### config.mk
export PLATFORM = sky130hd
export DESIGN_NAME = mem_arbiter
export DESIGN_NICKNAME = d
export VERILOG_FILES = /design/src/rtl/mem_arbiter.sv
export SDC_FILE = /design/constraint.sdc
export NUM_CORES = 1
export LEC_CHECK = 0
export CORE_AREA = 4 4 108 110
export DETAILED_ROUTE_END_ITERATION = 10
export DIE_AREA = 0 0 112 114
export PLACE_DENSITY_LB_ADDON = 0.08
export SYNTH_ARGS = -nofsm -noshare
export SYNTH_HDL_FRONTEND = slang
export SYNTH_SLANG_ARGS = --single-unit
### constraint.sdc
create_clock -name clk -period 2.3 [get_ports clk]
set_input_delay 0.345 -clock clk [delete_from_list [all_inputs] [get_ports clk]]
set_output_delay 0.345 -clock clk [all_outputs]
set_load 0.01 [all_outputs]
### src/rtl/mem_arbiter.sv
// Two-port (fetch / load-store) arbiter onto one shared memory bus with in-order response routing.
// Zero-cycle req/gnt and response paths; holds the owner while mem_gnt_i is low, stalls at MAX_OUTSTANDING.

module mem_arbiter_fifo #(
  parameter int WIDTH = 1,
  parameter int DEPTH = 2
) (
  input  logic                       clk,
  input  logic                       rst,
  input  logic                       push,
  input  logic [WIDTH-1:0]           push_dat,
  input  logic                       pop,
  output logic [WIDTH-1:0]           head_dat,
  output logic [$clog2(DEPTH+1)-1:0] count
);
  localparam int PW = (DEPTH > 1) ? $clog2(DEPTH) : 1;
  localparam int CW = $clog2(DEPTH + 1);

  logic [WIDTH-1:0] mem_q [DEPTH];
  logic [PW-1:0]    wr_ptr_q, rd_ptr_q;
  logic [CW-1:0]    count_q;

  function automatic logic [PW-1:0] ptr_inc(input logic [PW-1:0] p);
    return (p == PW'(DEPTH - 1)) ? '0 : p + PW'(1);
  endfunction

  // Caller guarantees no push when full and no pop when empty.
  always_ff @(posedge clk) begin
    if (rst) begin
      wr_ptr_q <= '0;
      rd_ptr_q <= '0;
      count_q  <= '0;
    end else begin
      if (push) begin
        mem_q[wr_ptr_q] <= push_dat;
        wr_ptr_q        <= ptr_inc(wr_ptr_q);
      end
      if (pop) rd_ptr_q <= ptr_inc(rd_ptr_q);
      case ({push, pop})
        2'b10:   count_q <= count_q + CW'(1);
        2'b01:   count_q <= count_q - CW'(1);
        default: count_q <= count_q;
      endcase
    end
  end

  assign head_dat = mem_q[rd_ptr_q];
  assign count    = count_q;
endmodule

module mem_arbiter #(
  parameter int MAX_OUTSTANDING = 2,
  parameter int STARVE_LIMIT    = 4
) (
  input  logic        clk,
  input  logic        rst,
  input  logic        instr_req_i,
  input  logic [31:0] instr_addr_i,
  output logic        instr_gnt_o,
  output logic        instr_rvalid_o,
  output logic [31:0] instr_rdata_o,
  output logic        instr_err_o,
  input  logic        data_req_i,
  input  logic        data_we_i,
  input  logic [3:0]  data_be_i,
  input  logic [31:0] data_addr_i,
  input  logic [31:0] data_wdata_i,
  output logic        data_gnt_o,
  output logic        data_rvalid_o,
  output logic [31:0] data_rdata_o,
  output logic        data_err_o,
  output logic        mem_req_o,
  output logic        mem_we_o,
  output logic [3:0]  mem_be_o,
  output logic [31:0] mem_addr_o,
  output logic [31:0] mem_wdata_o,
  input  logic        mem_gnt_i,
  input  logic        mem_rvalid_i,
  input  logic        mem_err_i,
  input  logic [31:0] mem_rdata_i
);
  localparam int CW = $clog2(MAX_OUTSTANDING + 1);

  typedef enum logic {OWN_INSTR = 1'b0, OWN_DATA = 1'b1} owner_e;

  owner_e        owner, lock_owner_q, head_owner;
  logic          lock_q;
  logic [3:0]    starve_q;
  logic          owner_req, bus_gnt, rsp_vld;
  logic          head_id;
  logic [CW-1:0] count;

  // A bus request left hanging without a grant pins the owner until it is accepted.
  always_comb begin
    owner = OWN_INSTR;
    if (lock_q)
      owner = lock_owner_q;
    else if (data_req_i && !(instr_req_i && starve_q == 4'(STARVE_LIMIT)))
      owner = OWN_DATA;
  end

  assign owner_req = (owner == OWN_DATA) ? data_req_i : instr_req_i;
  assign mem_req_o = !rst && owner_req && (count < CW'(MAX_OUTSTANDING));
  assign bus_gnt   = mem_req_o && mem_gnt_i;

  always_comb begin
    mem_addr_o  = instr_addr_i;
    mem_we_o    = 1'b0;
    mem_be_o    = 4'hF;
    mem_wdata_o = '0;
    if (owner == OWN_DATA) begin
      mem_addr_o  = data_addr_i;
      mem_we_o    = data_we_i;
      mem_be_o    = data_be_i;
      mem_wdata_o = data_wdata_i;
    end
  end

  assign instr_gnt_o = bus_gnt && (owner == OWN_INSTR);
  assign data_gnt_o  = bus_gnt && (owner == OWN_DATA);

  always_ff @(posedge clk) begin
    if (rst) begin
      lock_q       <= 1'b0;
      lock_owner_q <= OWN_INSTR;
    end else begin
      lock_q       <= mem_req_o && !mem_gnt_i;
      lock_owner_q <= owner;
    end
  end

  always_ff @(posedge clk) begin
    if (rst || !instr_req_i || instr_gnt_o)
      starve_q <= '0;
    else if (data_gnt_o && starve_q != 4'(STARVE_LIMIT))
      starve_q <= starve_q + 4'd1;
  end

  mem_arbiter_fifo #(
    .WIDTH (1),
    .DEPTH (MAX_OUTSTANDING)
  ) u_id_fifo (
    .clk      (clk),
    .rst      (rst),
    .push     (bus_gnt),
    .push_dat (owner == OWN_DATA),
    .pop      (rsp_vld),
    .head_dat (head_id),
    .count    (count)
  );

  // Responses with nothing outstanding are stray and silently dropped.
  assign rsp_vld    = !rst && mem_rvalid_i && (count != '0);
  assign head_owner = owner_e'(head_id);

  assign instr_rvalid_o = rsp_vld && (head_owner == OWN_INSTR);
  assign data_rvalid_o  = rsp_vld && (head_owner == OWN_DATA);
  assign instr_rdata_o  = mem_rdata_i;
  assign data_rdata_o   = mem_rdata_i;
  assign instr_err_o    = mem_err_i;
  assign data_err_o     = mem_err_i;
endmodule
==> Yosys cells after proc, flatten, opt, wreduce, memory -nomap -nowiden <==
Memory sizes are Yosys's and may differ from the RTL's. A register that Yosys moved wholly into a read port is not among the register bits.
Index checks and enable logic that the tools add are counted.
{ "totals": {"mem_count": 1, "ram_bits": 2, "out_inout_bits": 140, "register_bits": 10, "inputBits": 140, "word_cells": 55} }
{ "mem_list": {"columns": ["memory", "depth", "width", "rd", "rd_clocked_by_memory_dff", "wr", "line", "rtl"], "rows": [
  ["u_id_fifo.mem_q", 2, 1, 1, 1, 1, "19", "logic [WIDTH-1:0] mem_q [DEPTH];"]
]} }
{ "classes": {"n_reduce_logical": 21, "n_eq_ne": 4, "bitwise": 2, "muxes": 15, "addsub": 5, "order_cmp": 1} }
{ "op_table": {"columns": ["operator", "count"], "rows": [
  ["32-bit 2-to-1 mux", 2],
  ["1-bit logical AND", 13],
  ["1-bit 2-to-1 mux", 11],
  ["4-bit by 1-bit adder with 4-bit output (second input constant)", 1],
  ["4-bit by 3-bit == test with 1-bit output (second input constant)", 1],
  ["1-bit logical NOT", 4],
  ["4-bit 2-to-1 mux", 1],
  ["4-bit by 3-bit != test with 1-bit output (second input constant)", 1],
  ["2-bit one-hot mux with 2 select lines", 1],
  ["2-bit nonzero test", 2],
  ["1-bit adder (second input constant)", 2],
  ["2-bit by 1-bit adder with 2-bit output (second input constant)", 1],
  ["2-bit by 1-bit == test with 1-bit output (second input constant)", 1],
  ["2-bit == test (second input constant)", 1],
  ["1-bit logical OR", 2],
  ["2-bit < comparator (second input constant)", 1],
  ["1-bit inverter", 2],
  ["2-bit by 1-bit subtractor with 2-bit output (second input constant)", 1]
]} }

==> Depth between registers and ports, before layout <==
{ "depth": {"word_depth": 13, "ltp_mapped": 7, "ltp_nobuf": 6} }

==> By module <==
A second synthesis with hierarchy kept.
{ "hier_totals": {"cells_unflattened": 219, "area_unflattened_um2": 1836.8} }
{ "modules_own_cells": {"columns": ["module", "cells_per_inst", "instances", "seq_area_each_um2", "area_per_inst_um2"], "rows": [
  ["mem_arbiter", 196, 1, 120.1, 1570.3],
  ["mem_arbiter_fifo", 23, 1, 160.2, 266.5]
]} }

==> Worst setup path after synthesis <==
No wires, ideal clock.
{ "synth_path": {"kind": "reg2out", "startpoint": "register starve_q[0]", "endpoint": "output port mem_addr_o[15]", "stages_incl_launch_ff": 8, "required_ns": 1.955, "path_buffers": 2, "path_slack_ns": 0.307, "t_arrival_ns": 1.648, "path_cell_list": "dfxtp_1 inv_1 ha_1 and3b_2 a31oi_4 buf_6 buf_6 mux2_1"} }
{ "synth_between": {"elab_chain_cells": 7} }
{ "synth_rtl": {"columns": ["item", "line", "rtl"], "rows": [
  ["start: declaration", "88", "logic [3:0] starve_q;"],
  ["start signal: assignment", "136", "starve_q <= starve_q + 4'd1;"],
  ["4-bit by 3-bit == test with 1-bit output", "98", "else if (data_req_i && !(instr_req_i && starve_q == 4'(STARVE_LIMIT)))"],
  ["1-bit logical AND", "98", null],
  ["1-bit logical NOT", "98", null],
  ["1-bit logical AND", "98", null],
  ["1-bit 2-to-1 mux", "98", null],
  ["1-bit 2-to-1 mux", "96", "if (lock_q)"],
  ["32-bit 2-to-1 mux", "111", "if (owner == OWN_DATA) begin"],
  ["end: declaration", "75", "output logic [31:0] mem_addr_o,"]
]} }
Every way passes these cells.

==> Final worst setup path <==
{ "layout_path": {"startpoint": "register starve_q[0]", "endpoint": "output port mem_addr_o[28]"} }
Same word-level chain as after synthesis.

==> out/results.ini <==
[setup_path]
cp_max_fo = 6
reg2reg_slack_ns = 0.36
criticalPathCategory = reg2out
crit_start = starve_q[0]
crit_arrival_ns = 1.99
rr_startpoint = lock_q
end_kind = output pin
critical_path.endpoint = mem_addr_o[28]
cp-start-kind = flop
r2r_end = u_id_fifo.count[1]
ff2ff_path_depth = 6
critPathRequiredTime_ns = 1.96

[cts]
cts_root_buf = clkbuf_8
clock_sinks = 13
clkTransAtPathRegs_ns = 0.05
postCtsHoldBufs = 0
clockBufferDepth = 2
cts_tree = done
clk_latency_ns = 0.24
h-tree-depth = 1
cts_buffers = 3

[power_and_ir_drop]
p_int_mw = 0.861
power_density_nw_per_um2 = 325
p_leak_nw = 1.62
power_mw = 1.21
power_frac_comb_pct = 62.2
vdd_drop_max_v = 0.000148
seqPwrFrac_pct = 21.2
switchingPower_mw = 0.348
clkPwrFrac_pct = 16.6
swShare_pct = 28.8

[cells_and_area]
n_antenna_cell = 0
fin_area_um2 = 3720
drive_above_1_share_pct = 41.2
synthToLayoutAreaGrowth_pct = 99.1
nNetsFinal = 506

[die]
io_pins = 280
rows = 38
start_util_pct = 17.5
die_h_um = 114
die_w_um = 112
core_area_um2 = 10700
die_area_um2 = 12800

[sta]
setup_viol = 7
whs_ns = 0.483
period_needed_ns = 2.34
worst_slack_ns = -0.0356
worst_slew_pin_slew_ns = 0.460
rsz0062_at_grt = true
hold_viol_final = 0
period_share_pct = 102
timing.final.max_slew_violations = 0
max_freq_ghz = 0.428
relSlewSlack_pct = 69.3
final.setup_skew_ns = 0.00511

[synth]
ys_ff_latch = 13
yosysWarningCount = 0
syn_nets = 366
ys.flop_type = dfxtp_1
synth_edf_count = 2
synthCells = 223
seq_area_frac_synth_pct = 15.0
syn-cell-area_um2 = 1870
synthDistinctLibCells = 34
avgSynthCellArea_um2 = 8.37
async_flop_share_pct = 0

[drt]
final_antenna_net_count = 0
vias = 1986
drc = 0
first_iter_violations = 39
wl_per_cell_um = 15.2
viasPerCell = 3.96
routed_wl_um = 7610
firstDrtPassIters = 4

[status]
status = finished, violations left
violations = negative setup slack

[grt]
grt_pass1_wl_um = 11100
grt_antenna_before_repair = 0
track_usage_pct = 10.6
grt_max_degree = 25
grt-ovfl-total = 0
grt_pass1_vias = 2080

[placement]
port_buffers = 180
placed_area_um2 = 3410
preCtsSetupSlack_ns = -0.354
gp_congestion = 0.799
dp.final_hpwl_um = 5580

[worst_hold_path]
hp-class = reg2reg

[job]
drv_cap = 0

[repair_timing]
item,4_1_cts,5_1_grt
pin swaps,2,1
cloned,3,2
resized for setup,259,77
setup endpoints to repair,72,71
setup buffers,13,3
[metal layers]
metal	wire [µm]	vias up	GRT usage, %
li1	-	946	-
met1	2630	880	10.9
met2	3930	137	20.4
met3	864	23	3.18
met4	179	0	3.53
met5	0	-	0
[power by group through the flow]
| stage | Sequential (mW) | Combinational (mW) | Clock, mW |
|---|---|---|---|
| after global placement | 0.261 | 0.653 | 0 |
| after detailed placement | 0.261 | 0.654 | 0 |
| final | 0.256 | 0.751 | 0.201 |
| after global routing | 0.258 | 0.805 | 0.220 |
| after CTS | 0.256 | 0.740 | 0.212 |
| after floorplan | 0.258 | 0.355 | 0 |
[metrics by stage]
step	setup TNS (ns)	std cells	util, %
2_1_floorplan	0	223	-
3_3_place_gp	-15.68	481	31.9
4_1_cts	-1.32	500	35.1
5_1_grt	-1.92	502	34.7
3_5_place_dp	-17.37	481	31.9
6_report	-0.131	502	34.7
[state kept, by name, summed over array words and instances, names as in the netlist, named ones only]
| signal | flops |
|---|---|
| u_id_fifo.wr_ptr_q | 1 |
| u_id_fifo.count | 2 |
| starve_q | 4 |
| lock_q | 1 |
| lock_owner_q | 1 |
| u_id_fifo.rd_ptr_q | 1 |
| u_id_fifo.mem_q | 2 |
[cells in the final DEF (no fill, tap or decap), types with 2 or more instances in the layout]
master and instances:
clkdlybuf4s50_1 108, buf_6 37, and2_1 35, mux2_4 30, clkbuf_2 24, buf_4 14, buf_2 11, nor2_1 10
dfxtp_1 9, nand2_1 6, nand2b_1 6, clkdlybuf4s15_2 6, buf_12 6, nor2b_1 5, o21ai_0 4, a21oi_1 3
clkbuf_8 3, inv_2 2, mux2_2 2, o21a_1 2, inv_1 2, xor2_1 2, nand3_1 2, and3_1 2
xnor2_1 2, or3_1 2, o22ai_1 2, ha_1 2, dlygate4sd2_1 2, dfxtp_2 2, edfxtp_1 2
[worst min path at each step]
stage / from / to / slack [ns] / cells after the start
after floorplan: mem_gnt_i / lock_q / 0.42 / 1
after global placement: starve_q[3] / starve_q[3] / 0.47 / 2
after detailed placement: starve_q[3] / starve_q[3] / 0.48 / 2
after CTS: starve_q[3] / starve_q[3] / 0.49 / 2
after global routing: starve_q[3] / starve_q[3] / 0.55 / 2
final: starve_q[3] / starve_q[3] / 0.48 / 2
[worst max-delay path, cell delays in order (launching register included)]
cell and delay (ns):
dfxtp_2 0.33, inv_2 0.05, ha_4 0.14, and3b_2 0.21, a31oi_4 0.20, buf_6 0.16
buf_12 0.13, buf_6 0.11, mux2_4 0.30, buf_6 0.12
[cell families (layout without fill, tap and decap cells)]
logic type	Yosys count	count (layout)	share of synthesized area, %
buf+inv	80	219	30.8
simple gates	72	72	22.4
mux	35	35	21.0
compound gates	16	16	6.90
flops	13	13	15.0
xor+xnor	4	4	1.88
fa+ha+maj	3	3	2.01
[layout make-up]
cell class              count  area (µm²)
well taps                 140         175
flip-flops and latches     13         283
multi-input cells         130        1150
fillers                  1117        6980
clock buffers               3        41.3
clock inverters             1        5.00
inverters                   4        15.0
repair buffers            211        2050
[cells in the mapped netlist (all sizes together), types with 3 or more instances]
master	instances	area, µm²
nor2	10	37.5
dfxtp	11	220
o21ai	4	20.0
and2	35	219
ha	3	37.5
clkbuf	4	17.5
nor2b	5	31.3
a21oi	3	15.0
nand2	6	22.5
inv	4	15.0
buf	72	543
nand2b	6	37.5
mux2	33	372
No activity file was read; power rests on OpenSTA's default activity.
